`config.mk`:
```
export PLATFORM = sky130hd
export DESIGN_NAME = seq_signed_divider_flat
export DESIGN_NICKNAME = d
export VERILOG_FILES = /design/src/rtl/seq_signed_divider_if.sv /design/src/rtl/seq_signed_divider.sv /design/src/flat_wrapper.sv
export SDC_FILE = /design/constraint.sdc
export NUM_CORES = 1
export LEC_CHECK = 0
export CAP_MARGIN = 15
export CELL_PAD_IN_SITES_DETAIL_PLACEMENT = 2
export CELL_PAD_IN_SITES_GLOBAL_PLACEMENT = 2
export CORE_MARGIN = 1.5
export CORE_UTILIZATION = 36
export CTS_CLUSTER_SIZE = 16
export DETAILED_ROUTE_END_ITERATION = 8
export GPL_ROUTABILITY_DRIVEN = 0
export GPL_TIMING_DRIVEN = 0
export PLACE_DENSITY = 0.88
export SETUP_SLACK_MARGIN = 0.2
export SLEW_MARGIN = 20
export SYNTH_ARGS = -nofsm -noshare
export SYNTH_HDL_FRONTEND = slang
export SYNTH_SLANG_ARGS = --single-unit
```
`constraint.sdc`:
```
create_clock -name clk -period 3.3 [get_ports clk]
set_clock_uncertainty 0.1 [all_clocks]
set_input_delay 0.66 -clock clk [delete_from_list [all_inputs] [get_ports clk]]
set_output_delay 0.66 -clock clk [all_outputs]
set_load 0.005 [all_outputs]
```
`src/rtl/seq_signed_divider_if.sv`:
```
// Operand/result handshake bundle for seq_signed_divider.
// The master drives the operands and out_ready; the slave is the divider itself.
interface seq_signed_divider_if #(parameter int WIDTH = 16);
    logic               in_valid;
    logic               in_ready;
    logic [2*WIDTH-1:0] dividend;
    logic [WIDTH-1:0]   divisor;
    logic               out_valid;
    logic               out_ready;
    logic [WIDTH-1:0]   quotient;
    logic [WIDTH-1:0]   remainder;
    logic               err;

    modport master (
        output in_valid, dividend, divisor, out_ready,
        input  in_ready, out_valid, quotient, remainder, err
    );

    modport slave (
        input  in_valid, dividend, divisor, out_ready,
        output in_ready, out_valid, quotient, remainder, err
    );
endinterface

```
`src/rtl/seq_signed_divider.sv`:
```
// Restoring shift-subtract signed divider: 2*WIDTH-bit dividend / WIDTH-bit divisor, one quotient bit per clock.
// Define DIV_ERR_CHECK_EN to flag divide-by-zero/overflow on err and take the early exit from PREP.
module seq_signed_divider #(
    parameter int WIDTH = 16
) (
    input  logic                clk,
    input  logic                reset,
    seq_signed_divider_if.slave bus
);
    localparam int CW = $clog2(WIDTH);
    localparam logic [CW-1:0] LAST = CW'(WIDTH - 1);

    typedef enum logic [2:0] {IDLE, PREP, CALC, FIX, DONE} state_t;

    state_t state;
    state_t next_state;

    logic [2*WIDTH-1:0] dvd_q;
    logic [WIDTH-1:0]   dsr_q;
    logic [WIDTH-1:0]   abs_dsr;
    logic [WIDTH-1:0]   rem;
    logic [WIDTH-1:0]   lo;
    logic [CW-1:0]      count;
    logic               neg_q;
    logic               neg_r;
    logic [WIDTH-1:0]   quotient_q;
    logic [WIDTH-1:0]   remainder_q;

    // Magnitudes read as unsigned, so the most-negative operands map to 2^(n-1) without wrapping.
    logic [2*WIDTH-1:0] abs_dvd;
    logic [WIDTH-1:0]   abs_dsr_c;
    logic [WIDTH:0]     rem_sh;
    logic [WIDTH+1:0]   trial;
    logic               q_bit;
    logic               early_err;
    logic               fix_err;

    assign abs_dvd   = dvd_q[2*WIDTH-1] ? -dvd_q : dvd_q;
    assign abs_dsr_c = dsr_q[WIDTH-1] ? -dsr_q : dsr_q;
    assign rem_sh    = {rem, lo[WIDTH-1]};
    assign trial     = {1'b0, rem_sh} - {2'b00, abs_dsr};
    assign q_bit     = ~trial[WIDTH+1];

`ifdef DIV_ERR_CHECK_EN
    logic err_q;

    assign early_err = (abs_dsr_c == '0) || (abs_dvd[2*WIDTH-1:WIDTH] >= abs_dsr_c);
    assign fix_err   = neg_q ? (lo[WIDTH-1] && (|lo[WIDTH-2:0])) : lo[WIDTH-1];
    assign bus.err   = err_q;

    always_ff @(posedge clk or negedge reset) begin
        if (!reset) begin
            err_q <= 1'b0;
        end else if (state == PREP && early_err) begin
            err_q <= 1'b1;
        end else if (state == FIX) begin
            err_q <= fix_err;
        end
    end
`else
    assign early_err = 1'b0;
    assign fix_err   = 1'b0;
    assign bus.err   = 1'b0;
`endif

    assign bus.in_ready  = (state == IDLE);
    assign bus.out_valid = (state == DONE);
    assign bus.quotient  = quotient_q;
    assign bus.remainder = remainder_q;

    always_ff @(posedge clk or negedge reset) begin
        if (!reset) begin
            state <= IDLE;
        end else begin
            state <= next_state;
        end
    end

    always_comb begin
        next_state = state;
        case (state)
            IDLE:    if (bus.in_valid) next_state = PREP;
            PREP:    next_state = early_err ? DONE : CALC;
            CALC:    if (count == LAST) next_state = FIX;
            FIX:     next_state = DONE;
            DONE:    if (bus.out_ready) next_state = IDLE;
            default: next_state = IDLE;
        endcase
    end

    // lo starts as the low dividend half and fills with quotient bits as it shifts out.
    always_ff @(posedge clk or negedge reset) begin
        if (!reset) begin
            dvd_q       <= '0;
            dsr_q       <= '0;
            abs_dsr     <= '0;
            rem         <= '0;
            lo          <= '0;
            count       <= '0;
            neg_q       <= 1'b0;
            neg_r       <= 1'b0;
            quotient_q  <= '0;
            remainder_q <= '0;
        end else begin
            case (state)
                IDLE: begin
                    if (bus.in_valid) begin
                        dvd_q <= bus.dividend;
                        dsr_q <= bus.divisor;
                    end
                end
                PREP: begin
                    neg_q   <= dvd_q[2*WIDTH-1] ^ dsr_q[WIDTH-1];
                    neg_r   <= dvd_q[2*WIDTH-1];
                    abs_dsr <= abs_dsr_c;
                    rem     <= abs_dvd[2*WIDTH-1:WIDTH];
                    lo      <= abs_dvd[WIDTH-1:0];
                    count   <= '0;
                    if (early_err) begin
                        quotient_q  <= '0;
                        remainder_q <= '0;
                    end
                end
                CALC: begin
                    rem   <= q_bit ? trial[WIDTH-1:0] : rem_sh[WIDTH-1:0];
                    lo    <= {lo[WIDTH-2:0], q_bit};
                    count <= count + CW'(1);
                end
                FIX: begin
                    if (fix_err) begin
                        quotient_q  <= '0;
                        remainder_q <= '0;
                    end else begin
                        quotient_q  <= neg_q ? -lo : lo;
                        remainder_q <= neg_r ? -rem : rem;
                    end
                end
                default: ;
            endcase
        end
    end
endmodule

```
`src/flat_wrapper.sv`:
```
// flat-port wrapper written by rule: the top's interface ports become plain ports
module seq_signed_divider_flat 
#(
    parameter int WIDTH = 16
)
  (clk, reset, bus_in_valid, bus_dividend, bus_divisor, bus_out_ready, bus_in_ready, bus_out_valid, bus_quotient, bus_remainder, bus_err);
  seq_signed_divider_if #(.WIDTH(WIDTH)) bus_i ();
  input  logic clk;
  input  logic reset;
  input wire logic [$bits(bus_i.in_valid)-1:0] bus_in_valid;
  input wire logic [$bits(bus_i.dividend)-1:0] bus_dividend;
  input wire logic [$bits(bus_i.divisor)-1:0] bus_divisor;
  input wire logic [$bits(bus_i.out_ready)-1:0] bus_out_ready;
  output wire logic [$bits(bus_i.in_ready)-1:0] bus_in_ready;
  output wire logic [$bits(bus_i.out_valid)-1:0] bus_out_valid;
  output wire logic [$bits(bus_i.quotient)-1:0] bus_quotient;
  output wire logic [$bits(bus_i.remainder)-1:0] bus_remainder;
  output wire logic [$bits(bus_i.err)-1:0] bus_err;
  assign bus_i.in_valid = bus_in_valid;
  assign bus_i.dividend = bus_dividend;
  assign bus_i.divisor = bus_divisor;
  assign bus_i.out_ready = bus_out_ready;
  assign bus_in_ready = bus_i.in_ready;
  assign bus_out_valid = bus_i.out_valid;
  assign bus_quotient = bus_i.quotient;
  assign bus_remainder = bus_i.remainder;
  assign bus_err = bus_i.err;
  seq_signed_divider #(.WIDTH(WIDTH)) u_core (.clk(clk), .reset(reset), .bus(bus_i));
endmodule
```
======== Word-level counts from Yosys, hierarchy flattened ========
Cells that the tools add are included.
storage, ports and cells
  bits in registers ....................... 137
  output and inout port bits .............. 35
  memory bits (writable) .................. 0
  memories ................................ 0
  logic and storage cells ................. 43
  bits in latches ......................... 0
  input bits .............................. 52
  bits in read-only memories .............. 0
operators by class
  muxes and demuxes ....................... 12
  magnitude comparators ................... 0
  multipliers ............................. 0
  equal/unequal tests ..................... 8
  $add $sub $neg .......................... 6
  divide/modulo/power cells ............... 0
  shift-type cells ........................ 0
  bitwise logic cells ..................... 2
  reductions and logical operators ........ 4
operator list
  kind                                                                      count
  16-bit 2-to-1 mux                                                         4
  16-bit case mux with 2 select lines                                       2
  16-bit negation                                                           3
  32-bit 2-to-1 mux                                                         1
  32-bit negation                                                           1
  17-bit by 16-bit subtractor with 18-bit output                            1
  3-bit case mux with 5 select lines                                        1
  3-bit 2-to-1 mux                                                          3
  4-bit case mux with 2 select lines                                        1
  3-bit by 2-bit equality test with 1-bit output (second input constant)    2
  4-bit by 1-bit adder with 4-bit output (second input constant)            1
  4-bit equality test (second input constant)                               1
  2-bit inequality test (second input constant)                             2
  3-bit by 1-bit equality test with 1-bit output (second input constant)    1
  3-bit equality test (second input constant)                               1
  3-bit logical NOT                                                         1
  3-bit AND reduction                                                       1
  2-bit by 1-bit inequality test with 1-bit output (second input constant)  1
  2-bit AND reduction                                                       1
  2-bit nonzero test                                                        1
  1-bit inverter                                                            1
  1-bit bitwise XOR                                                         1

======== Logic depth before layout (Yosys ltp) ========
Gate-level depths: netlist of run 1.
  depth after elaboration ................. 3
  gate-level depth with buffers ........... 10
  gate-level depth less buffers ........... 10

======== Least setup slack after synthesis of run 1 ========
No wires, ideal clock.
  path type ............................... register -> register
  start ................................... register u_core.abs_dsr[1]
  end ..................................... register u_core.rem[14]
  library setup time ...................... 0.087 ns
  arrival ................................. 2.405 ns
  stages on the path, launching flop included .. 10
  clock period less this slack ............ 2.592 ns
  required time ........................... 3.113 ns
  setup slack ............................. 0.708 ns
  path buffers ............................ 0
  cells stage by stage .................... dfrtp_1 -> inv_1 -> ha_1 -> nor2b_1 -> o2111ai_1 -> and3b_1 -> o31ai_1 -> a41oi_2 -> or2b_2 -> o211ai_1
on the way
  longest elaborated chain between the ends .. 3
ends and longest elaborated chain
  item                                            line                       RTL
  start, declared                                 seq_signed_divider.sv:20   logic [WIDTH-1:0] abs_dsr;
  start signal, assigned                          seq_signed_divider.sv:115  abs_dsr <= abs_dsr_c;
  17-bit by 16-bit subtractor with 18-bit output  seq_signed_divider.sv:41   assign trial = {1'b0, rem_sh} - {2'b00, abs_dsr};
  16-bit 2-to-1 mux                               seq_signed_divider.sv:125  rem <= q_bit ? trial[WIDTH-1:0] : rem_sh[WIDTH-1:0];
  16-bit case mux with 2 select lines             seq_signed_divider.sv:105  case (state)
  end signal, assigned                            seq_signed_divider.sv:116  rem <= abs_dvd[2*WIDTH-1:WIDTH];
  end signal, assigned                            seq_signed_divider.sv:125
  end, declared                                   seq_signed_divider.sv:21   logic [WIDTH-1:0] rem;
Every way passes these cells.
A chain may end at the register's enable or synchronous reset.

======== Final worst setup path of run 1 ========
  start ................................... register u_core.rem[5]
  end ..................................... register u_core.rem[0]
on the way
  longest elaborated chain between the ends .. 3
ends and longest elaborated chain
  item                                            line
  17-bit by 16-bit subtractor with 18-bit output  seq_signed_divider.sv:41
  16-bit 2-to-1 mux                               seq_signed_divider.sv:125
  16-bit case mux with 2 select lines             seq_signed_divider.sv:105
Every way passes these cells.

==> impl_metrics.json, run 1 <==
{
  "areaGrowthSynthToFinish_pct": 24.82,
  "rsz0062_at_grt": "false",
  "grt_pass1_wl_um": 43480,
  "worstReg2RegEnd": "u_core.rem[0]",
  "r2r_slack_ps": 250,
  "grt_max_degree": 75,
  "critPathTopFamily": "compound AO/OA/AOI/OAI gates",
  "synth_nets": 841,
  "fmax_ghz": 0.3283,
  "fin_nets": 948,
  "port_buffers": 85,
  "htreeDepth": 4,
  "hold_class": "input port to async pin",
  "grt_pass1_vias": 7464,
  "startpoint": "u_core.rem[5]",
  "yosysTopAreaCell": "dfrtp_1",
  "ys_warn_count": 0,
  "overflow": 0,
  "antenna_found_initial": 0,
  "synthesis.area_um2": 7609,
  "drc_errors": 0,
  "worstSetupPathType": "flip-flop to flip-flop",
  "slowest_delay_ps": 500,
  "vias": 6604,
  "fp.dieH_um": 148.4,
  "ys_seq_elements": 137,
  "io_pins": 87,
  "cts_tree": "yes",
  "core_um2": 20890,
  "hold_slack_ps": 54.82,
  "synthDistinctLibCells": 57,
  "period_share_pct": 92.30,
  "dp_hpwl_um": 17870,
  "outcome": "complete, no violations",
  "layout_setup_ws_ps": 254.2,
  "worstMarginPinSlew_ps": 875.6,
  "post-place-ws_ps": 102.0,
  "seq_area_frac_synth_pct": 45.06,
  "clkSlewWorstSetupHoldPaths_ps": 60,
  "layout_common_cells": "dfrtp_1, o21ai_0, nand2_1",
  "fin_crit_ps": 3046,
  "cp.arrival_ps": 3260,
  "worstPathMaxFanout": 6,
  "die_w_um": 148.4,
  "irDropWorstVdd_mv": 0.5043,
  "cp-start-kind": "flip-flop",
  "clock_sinks": 137,
  "num_antenna_cells": 0,
  "ant_nets": 0,
  "avgRoutedWirePerCell_um": 23.29,
  "cp-endpoint": "u_core.rem[0]",
  "synthArstFlopShare_pct": 100.0,
  "drt_iter0_drc": 314,
  "cp.depth": 8,
  "synth_flop_cell": "dfrtp_1",
  "dr.pass1.iters": 4,
  "synth_edf_count": 0,
  "synthCells": 767,
  "setup_viol_count_final": 0,
  "p_per_area_nw_per_um2": 1253,
  "rows": 53,
  "hold_buffers": 0,
  "p_leak_uw": 0.003918,
  "drv_cap": 0,
  "worstSkewPairLatency_ps": 440,
  "cp-end-kind": "flip-flop",
  "viasPerCell": 5.688,
  "grtUsageTotal_pct": 25.99,
  "avgSynthCellArea_um2": 9.920,
  "p_total_uw": 11900,
  "drive_gt1_share_pct": 11.51,
  "root_buffer": "clkbuf_16",
  "crit_chain": "ha_1 -> a211oi_2 -> nand2_1 -> and3b_1 -> o31ai_4 -> a41oi_4 -> mux2_2 -> a21oi_1",
  "relSlewSlack_pct": 41.31,
  "yosys-top-cells-area": "dfrtp_1, mux2_2, o21ai_0",
  "routed_wl_um": 27040,
  "r2r_cells": 8,
  "die_area_um2": 22020,
  "path_buf_inv": 0,
  "crit_slowest_cell": "dfrtp_1",
  "cts_buffers": 17,
  "final_common_cell": "dfrtp_1",
  "yosysTopAreaCellShare_pct": 45.06,
  "fin_setup_tns_ps": 0,
  "clockBufferDepth": 2,
  "initial_core_util_pct": 36.42,
  "critical_path_required_ps": 3510,
  "timing_hold_violations_final": 0,
  "drv_slew": 0,
  "timing.rr.start": "u_core.rem[5]"
}
-- metal layers --
layer	wire length (um)	part of all wire (%)	GRT usage, %	up-vias
li1	-	-	-	2949
met4	869	3.2	10.84	0
met2	13580	50	44.84	154
met3	770	2.8	4.294	61
met5	0	0	0	-
met1	11830	44	32.28	3440
-- timing repair --
item / CTS / global route
resized for setup: 3 / 4
setup buffers: 2 / 0
pin swaps: 1 / 0
endpoints found under the setup margin: 17 / 8
-- worst min path at each step --
stage,start,endpoint,slack (ps),depth (start not counted)
final,reset,u_core.bus.remainder[7],50,1
after global routing,reset,u_core.bus.remainder[5],100,1
after CTS,reset,u_core.bus.remainder[5],90,1
after detailed placement,u_core.abs_dsr[11],u_core.abs_dsr[11],370,2
after global placement,u_core.abs_dsr[3],u_core.abs_dsr[3],360,2
after floorplan,reset,u_core.abs_dsr[0],260,0
-- layout make-up --
cell class,count,area (um^2)
fill,2196,11390
multi-input combinational,564,3948
sequential,137,3428
timing repair buffer,88,898.4
clock buffer,19,442.9
tap,275,344.1
buffer,38,178.9
clock inverter,12,151.4
inverter,28,105.1
-- synthesized netlist by cell type, types with 4 or more instances --
| library cell | n |
|---|---|
| o21ai_1 | 9 |
| nor4_1 | 7 |
| inv_1 | 27 |
| a22oi_1 | 21 |
| or4_1 | 7 |
| o22ai_1 | 5 |
| nor3_1 | 12 |
| xor2_1 | 55 |
| a21o_1 | 4 |
| a211oi_1 | 4 |
| ha_1 | 21 |
| dfrtp_1 | 137 |
| mux2_2 | 46 |
| o31ai_1 | 22 |
| or3_1 | 7 |
| clkbuf_1 | 33 |
| nor2_1 | 22 |
| nor2b_1 | 8 |
| o41ai_1 | 7 |
| nand2b_1 | 8 |
| nand3_1 | 8 |
| o21ai_0 | 97 |
| xnor2_1 | 29 |
| a21oi_1 | 14 |
| nand4_1 | 4 |
| mux2i_1 | 13 |
| nand2_1 | 93 |
-- sequential cells by signal, summed over array words and instances, names as in the netlist --
signal,cells
u_core.abs_dsr,16
u_core.bus.quotient,16
u_core.bus.remainder,16
u_core.count,4
u_core.dsr_q,16
u_core.dvd_q,32
u_core.lo,16
u_core.neg_q,1
u_core.neg_r,1
u_core.rem,16
u_core.state,3
-- where the power goes --
part	switching [uW]	internal (uW)	leakage, uW
Clock	782	1200	0.000289
Sequential	1050	2490	0.00168
Combinational	3670	2700	0.00195
Total	5510	6390	0.00392
-- metrics by stage --
stage	utilization, %	area, um^2	cells
2_1_floorplan	-	7609	767
3_3_place_gp	42.14	8803	1127
3_5_place_dp	42.32	8841	1128
4_1_cts	45.34	9472	1161
5_1_grt	45.46	9497	1161
6_report	45.46	9497	1161
-- logic make-up after synthesis --
group / synth area share [%]
buffers and inverters: 3.733
AOI/OAI and AO/OA: 17.20
and+or+nand+nor: 12.05
other: 0.04929
adders and majority gates: 3.716
DFF: 45.06
muxes: 8.518
xor gates and xnor gates: 9.669
-- worst register-to-register path, stage by stage, from the launching register on --
cell and delay, ps:
dfrtp_1 500, ha_1 430, a211oi_2 280, nand2_1 120
and3b_1 310, o31ai_4 120, a41oi_4 370, mux2_2 400
a21oi_1 290
Note: power is estimated with default switching activity, not from simulation.
==> run 2, diff against run 1 <==
--- a/config.mk
+++ b/config.mk
@@ -10,7 +10,7 @@
 export CELL_PAD_IN_SITES_GLOBAL_PLACEMENT = 2
 export CORE_MARGIN = 1.5
 export CORE_UTILIZATION = 36
-export CTS_CLUSTER_SIZE = 16
+export CTS_CLUSTER_SIZE = 20
 export DETAILED_ROUTE_END_ITERATION = 8
 export GPL_ROUTABILITY_DRIVEN = 0
 export GPL_TIMING_DRIVEN = 0
==> results of run 2 <==
Final layout, timing and power as in run 1 (identical DEF).
==> run 3, diff against run 2 <==
--- a/config.mk
+++ b/config.mk
@@ -9,12 +9,12 @@
 export CELL_PAD_IN_SITES_DETAIL_PLACEMENT = 2
 export CELL_PAD_IN_SITES_GLOBAL_PLACEMENT = 2
 export CORE_MARGIN = 1.5
-export CORE_UTILIZATION = 36
+export CORE_UTILIZATION = 39
 export CTS_CLUSTER_SIZE = 20
 export DETAILED_ROUTE_END_ITERATION = 8
 export GPL_ROUTABILITY_DRIVEN = 0
 export GPL_TIMING_DRIVEN = 0
-export PLACE_DENSITY = 0.88
+export PLACE_DENSITY = 0.94
 export SETUP_SLACK_MARGIN = 0.2
 export SLEW_MARGIN = 20
 export SYNTH_ARGS = -nofsm -noshare
==> constraint.sdc (replaced) <==
create_clock -name clk -period 3.9 [get_ports clk]
set_clock_uncertainty 0.1 [all_clocks]
set_input_delay 0.78 -clock clk [delete_from_list [all_inputs] [get_ports clk]]
set_output_delay 0.78 -clock clk [all_outputs]
set_load 0.005 [all_outputs]
==> run 3 against run 2 <==
Against the previous run: non-clock buffer count down 2; worst setup slack improved by 74 ps; clock-buffer cell count increased by 3; utilization grew 4.7 points; critical path depth rose by 1; critical endpoint is now u_core.rem[9].
==> impl_metrics.json, run 3 (synthesis gave the netlist of run 1 again) <==
{
  "areaGrowthSynthToFinish_pct": 24.68,
  "p_total_uw": 10630,
  "largest_reg_flops": 32,
  "hold_class": "input port to async pin",
  "critical_path_required_ps": 4090,
  "worstReg2RegEnd": "u_core.rem[9]",
  "rsz0062_at_grt": "false",
  "slowest_delay_ps": 530,
  "root_buffer": "clkbuf_16",
  "worstPathMaxFanout": 10,
  "largest-register": "u_core.dvd_q",
  "multiInputGateArea_um2": 3918,
  "worstMarginPinSlew_ps": 971.8,
  "dp_hpwl_um": 19430,
  "rows": 50,
  "irDropWorstVdd_mv": 0.4510,
  "grtUsageTotal_pct": 33.31,
  "grt_pass1_vias": 7942,
  "drv_slew": 0,
  "num_antenna_cells": 0,
  "ant_nets": 0,
  "critPathTopFamily": "compound AO/OA/AOI/OAI gates",
  "timing_hold_violations_final": 0,
  "drc_errors": 0,
  "die_w_um": 142.7,
  "cp-start-kind": "flip-flop",
  "drt_iter0_drc": 465,
  "p_leak_uw": 0.003932,
  "crit_chain": "ha_1 -> nor3_1 -> o21ai_0 -> nand2_1 -> o31ai_2 -> a41oi_4 -> buf_6 -> mux2i_1 -> o21ai_1",
  "antenna_found_initial": 0,
  "r2r_cells": 9,
  "vias": 6882,
  "timing.rr.start": "u_core.rem[4]",
  "viasPerCell": 6.010,
  "dr.pass1.iters": 5,
  "core_um2": 18890,
  "relSlewSlack_pct": 34.86,
  "cp-end-kind": "flip-flop",
  "post-place-ws_ps": 605.2,
  "worstSetupPathType": "flip-flop to flip-flop",
  "r2r_slack_ps": 330,
  "p_per_area_nw_per_um2": 1121,
  "clock_sinks": 137,
  "hold_slack_ps": 173.0,
  "cp.arrival_ps": 3760,
  "fp.dieH_um": 142.7,
  "routed_wl_um": 31810,
  "clkSlewWorstSetupHoldPaths_ps": 70,
  "fin_util_pct": 50.21,
  "grt_pass1_wl_um": 49790,
  "period_share_pct": 91.58,
  "htreeDepth": 4,
  "fin_nets": 946,
  "layout_common_cells": "dfrtp_1, o21ai_0, nand2_1",
  "setup_viol_count_final": 0,
  "regArea_um2": 3428,
  "fmax_ghz": 0.2800,
  "crit_slowest_cell": "dfrtp_1",
  "initial_core_util_pct": 40.27,
  "cts_buffers": 17,
  "final_common_cell": "dfrtp_1",
  "layout_setup_ws_ps": 328.5,
  "fin_cells": 1145,
  "die_area_um2": 20360,
  "io_pins": 87,
  "path_buf_inv": 1,
  "drv_cap": 0,
  "fin_crit_ps": 3572,
  "worstSkewPairLatency_ps": 440,
  "outcome": "complete, no violations",
  "grt_max_degree": 71,
  "cts_tree": "yes",
  "overflow": 0,
  "avgRoutedWirePerCell_um": 27.78,
  "port_buffers": 85,
  "clockBufferDepth": 2,
  "drive_gt1_share_pct": 10.96,
  "cts_setup_buffers": 0,
  "dp_cells": 1113,
  "fill_cells": 1987
}
run 3: power breakdown:
group / internal, uW / total (uW) / leakage [uW] / switching [uW]
sequential: 2110 / 3080 / 0.00168 / 967
combinational: 2250 / 5720 / 0.00193 / 3480
clock: 1140 / 1830 / 0.000317 / 693
total: 5500 / 10600 / 0.00393 / 5140
run 3: timing repair:
item | 4_1_cts | 5_1_grt
hold buffers | 0 | 0
gates resized for setup | 1 | 1
pin swaps | 0 | 0
setup endpoints to repair | 3 | 1
run 3: layout make-up:
type	instances	share of cell area, %
buffer	38	1.886
clock buffer	22	5.104
clock inverter	10	1.728
inverter	28	1.108
multi-input combinational	564	41.30
sequential	137	36.14
tap	260	3.429
timing repair buffer	86	9.312
run 3: per-stage QoR:
step,setup TNS (ps),area [um^2]
2_1_floorplan,0,7609
3_3_place_gp,-481750,8785
3_5_place_dp,0,8822
4_1_cts,0,9475
5_1_grt,0,9487
6_report,0,9487
run 3: per-layer routing:
layer / routed length (um) / up-vias / share of wire (%) / GRT usage (%)
met5: 0 / - / 0 / 0
met4: 1554 / 0 / 4.9 / 19.75
met3: 1724 / 111 / 5.4 / 6.304
met2: 15960 / 300 / 50 / 57.10
met1: 12570 / 3523 / 40 / 38.84
li1: - / 2948 / - / -
run 3: worst max-delay path by stage:
stage	from	depth (start not counted)	endpoint	slack [ps]
floorplan	u_core.abs_dsr[1]	9	u_core.rem[14]	1310
global placement	reset	1	u_core.bus.remainder[7]	-3530
detailed placement	u_core.rem[0]	8	u_core.rem[14]	610
CTS	u_core.rem[4]	9	u_core.rem[9]	300
global route	u_core.rem[4]	9	u_core.rem[9]	320
finish	u_core.rem[4]	9	u_core.rem[9]	330
